### config.mk
export PLATFORM = sky130hd
export DESIGN_NAME = imm_extend_unit
export DESIGN_NICKNAME = d
export VERILOG_FILES = /design/src/rtl/imm_extend_unit.sv
export SDC_FILE = /design/constraint.sdc
export NUM_CORES = 1
export LEC_CHECK = 0
export CORE_UTILIZATION = 50
export CTS_BUF_LIST = sky130_fd_sc_hd__clkbuf_8
export CTS_CLUSTER_SIZE = 10
export DETAILED_ROUTE_END_ITERATION = 12
export HOLD_SLACK_MARGIN = 0.05
export PLACE_DENSITY = 0.79
export SYNTH_ARGS = -nofsm -noshare
export SYNTH_HDL_FRONTEND = slang
export SYNTH_SLANG_ARGS = --single-unit
### constraint.sdc
create_clock -name clk -period 2.1 [get_ports clk]
set_input_delay 0.42 -clock clk [delete_from_list [all_inputs] [get_ports clk]]
set_output_delay 0.42 -clock clk [all_outputs]
set_load 0.01 [all_outputs]
### src/rtl/imm_extend_unit.sv
// Immediate-extension unit: extends an IN_W-bit immediate to OUT_W bits by mode
// and queues the results in a 2-entry FIFO with valid/ready on both sides.
module imm_extend_unit #(
  parameter int IN_W  = 16,
  parameter int OUT_W = 32
) (
  input  logic             clk,
  input  logic             reset,
  input  logic             in_valid,
  output logic             in_ready,
  input  logic [IN_W-1:0]  input_data,
  input  logic [1:0]       mode,
  output logic             out_valid,
  input  logic             out_ready,
  output logic [OUT_W-1:0] output_data,
  output logic [1:0]       count
);

  localparam int PAD = OUT_W - IN_W;

  logic [OUT_W-1:0] ext_zero;
  logic [OUT_W-1:0] ext_sign;
  logic [OUT_W-1:0] ext_value;
  logic [OUT_W-1:0] mem [2];
  logic             rd_ptr;
  logic             wr_ptr;
  logic [1:0]       count_q;
  logic             push;
  logic             pop;

  // Upper placement is the zero-extended value shifted by PAD; the shift
  // truncates naturally when OUT_W < 2*IN_W.
  always_comb begin
    ext_zero = {{PAD{1'b0}}, input_data};
    ext_sign = {{PAD{input_data[IN_W-1]}}, input_data};
    case (mode)
      2'b00:   ext_value = ext_zero;
      2'b01:   ext_value = ext_sign;
      2'b10:   ext_value = ext_zero << PAD;
      default: ext_value = ext_sign << 2;
    endcase
  end

  assign in_ready    = (count_q != 2'd2);
  assign out_valid   = (count_q != 2'd0);
  assign push        = in_valid && in_ready;
  assign pop         = out_valid && out_ready;
  assign count       = count_q;
  assign output_data = out_valid ? mem[rd_ptr] : '0;

  always_ff @(posedge clk or posedge reset) begin
    if (reset) begin
      mem[0]  <= '0;
      mem[1]  <= '0;
      rd_ptr  <= 1'b0;
      wr_ptr  <= 1'b0;
      count_q <= 2'd0;
    end else begin
      if (push) begin
        mem[wr_ptr] <= ext_value;
        wr_ptr      <= ~wr_ptr;
      end
      if (pop) begin
        rd_ptr <= ~rd_ptr;
      end
      case ({push, pop})
        2'b10:   count_q <= count_q + 2'd1;
        2'b01:   count_q <= count_q - 2'd1;
        default: count_q <= count_q;
      endcase
    end
  end

endmodule

==> reports/results.tsv <==
metric	value	unit
run_status	complete, no violations	
ioPinCount	58	
combPwrFrac	0.521	
synth_compound_area_frac	0.07358	
avgViaCountPerCell	5.479	
netlist.area_leader.share	0.4882	
p_int	0.004375	W
crit_path_start	rd_ptr	
synthesis.area	3486	sq um
final_util	0.6591	
drc	0	
ant_nets	0	
critPathMaxStageDelay	0.43	ns
setup_violations	0	
synthAdderAreaFrac	0.003589	
path_buf_inv	3	
fin_crit	2.023	ns
yosys.area.top_type	dfrtp_1	
antenna_found_initial	0	
hold_path.class	in -> async	
fp.dieW	85.50	microns
slew_headroom	0.3985	
die-height	85.50	microns
post-route-period-util	0.9635	
cts_tree	built	
crit_path_cell_trace	buf_6 > buf_12 > mux2i_2 > nor2_1 > dlygate4sd2_1	
num_vias	2334	
synth_top_family_by_area	multiplexers	
tightest_slew	0.9004	ns
areaGrowthSynthToFinish	27.75	%
portBuffers	57	
async_flop_share	1.000	
grt_max_degree	33	
clock_skew	0.003961	ns
seq_area_frac_synth	0.4882	
power_density	1503	nW/um^2
swShare	0.3465	
cts_buffers	9	
cp-end-kind	output port	
dpl.hpwl	5.177	mm
fmax	494.2	MHz
synth_cell_type_count	28	
routabilityCongestion	0.7983	
finalSetupTns	0	ns
synthMuxAreaShare	0.3291	
total_power	0.006695	W
cts.sinks	68	
ys.flop_type	dfrtp_1	
initial_core_util	0.5159	
r2r_start	count[1]	
placement.cell_area	4224	sq um
diodes	0	
cts_buffer_depth	2	
drive_gt1_frac	0.2977	
ctsHtreeMaxLevel	3	
leakage	2.289	nW
coreArea	6756	sq um
ir_worst_vdd	1060	uV
path_delay_family	buffers and inverters	
path_class	reg -> out	
clk_latency	0.35	ns
grt_first_pass_wirelength	12.03	mm
routedWlPerCell	17.36	microns
regArea	1703	sq um
avgSynthCellArea	12.82	sq um
power_frac_seq	0.340	
fin_nets	364	
fp-row-count	30	
p_clk_frac	0.140	
cts-root-buf	clkbuf_8	
hold_violations	0	
multi_input_area	1673	sq um
synthesis.instances	272	
drt_pre_antenna_iters	4	
cp_data_arrival_time	1.60	ns
path_clk_slew	0.07	ns
drt_iter0_markers	119	
synth.net_count	295	
slew_violations	0	
crit_required	1.68	ns
grt_use_total	0.2183	
synth_warnings	0	
synthXorXnorAreaFrac	0.01256	
worst-path-max-fanout	10	
crit_path_top_delay_cell	dfrtp_2	
ys_ff_latch	68	
synth-simple-area-share	0.05707	
gr-total-overflow	0	
wl	7.396	mm
startpoint_type	register	
grt_pass1_vias	2333	
fill_cells	506	
stdcell_area	4453	sq um
synth_enable_flop_cells	0	
die_area	7309	sq um
synthTopCellsByArea	dfrtp_1 (49%), mux2_4 (12%), mux2i_1 (9.8%)	
cp.depth	5	
power_switching	0.002320	W
drv_cap	0	
ff2ff_path_depth	6	
==> final cells by class <==
class                   count  area share
well taps                  80     0.02248
multi-input cells         180      0.3757
clock inverters             6    0.007024
inverters                   5    0.005058
clock buffers              10     0.03091
flip-flops and latches     68      0.3824
repair buffers             77      0.1765
==> synth_stat cells, types with 3 or more instances <==
library cell / count
buf_2: 10
nor2_1: 35
mux2_2: 30
buf_6: 3
nor2b_1: 3
inv_1: 4
a22o_1: 13
clkbuf_1: 6
mux2_1: 3
dfrtp_1: 68
a21o_1: 14
mux2_4: 29
xnor2_1: 3
mux2i_1: 34
==> power groups by stage <==
stage / clock network, W / logic [W] / registers [W]
after floorplan: 0 / 0.00226 / 0.00219
after global placement: 0 / 0.00353 / 0.00228
after detailed placement: 0 / 0.00358 / 0.00231
after CTS: 0.000944 / 0.00341 / 0.00228
after global routing: 0.00102 / 0.00376 / 0.00234
final: 0.000936 / 0.00349 / 0.00227
==> per-layer routing <==
layer	share of wire	global-route usage	up-vias
met3	0.041	0.05871	12
met4	0.015	0.06364	0
li1	-	-	1093
met5	0	0	-
met1	0.47	0.3010	1174
met2	0.47	0.3418	55
==> path summary, 6_finish.rpt <==
path | to | slack (ns)
worst max-delay path | output_data[11] | 0.08
worst min-delay path | count[1] | 0.48
worst max register to register | mem[1] | 0.41
max in group asynchronous | rd_ptr | 1.12
min in group clk | mem[48] | 0.50
worst min register to register | mem[48] | 0.50
==> logic make-up after synthesis <==
family | after synthesis
XOR/XNOR | 5
buffers and inverters | 24
AND/OR/NAND/NOR | 45
adder cells (fa/ha/maj) | 1
multiplexers | 96
flip-flops | 68
AO/OA/AOI/OAI | 33
==> worst reg2reg max path: cells and delay by family, from the launching register on <==
family                 cells  cell delay, ns
multiplexers               1            0.40
AND/OR/NAND/NOR            2            0.33
flip-flops                 1            0.40
buffers and inverters      3            0.45
==> timing repair <==
item,4_1_cts,5_1_grt
gates resized for setup,35,7
buffers inserted,2,3
hold buffers,0,0
setup endpoints to repair,33,7
==> cells in the final DEF, fill, tap and decap left out, types with 4 or more instances in the layout <==
cell / n
clkdlybuf4s50_1: 25
buf_12: 6
clkinv_2: 4
nor2_1: 33
a21o_1: 14
dlygate4sd2_1: 29
mux2i_1: 32
buf_4: 10
inv_1: 4
mux2_4: 29
dfrtp_1: 67
a22o_1: 13
mux2_2: 30
clkbuf_8: 10
==> sequential cells by signal, summed over array words and instances (netlist names) <==
signal,flops
count,2
rd_ptr,1
wr_ptr,1
mem,64
==> metrics by stage <==
stage | setup WS [ns] | std cells | hold slack (ns)
after global routing | -0.002435 | 426 | 0.5214
after floorplan | 0.4136 | 272 | 0.4574
after detailed placement | -0.07487 | 405 | 0.4834
after CTS | -0.1128 | 423 | 0.4843
after global placement | -0.01917 | 405 | 0.4673
final | 0.07671 | 426 | 0.4751
No activity file was read; power rests on OpenSTA's default activity.
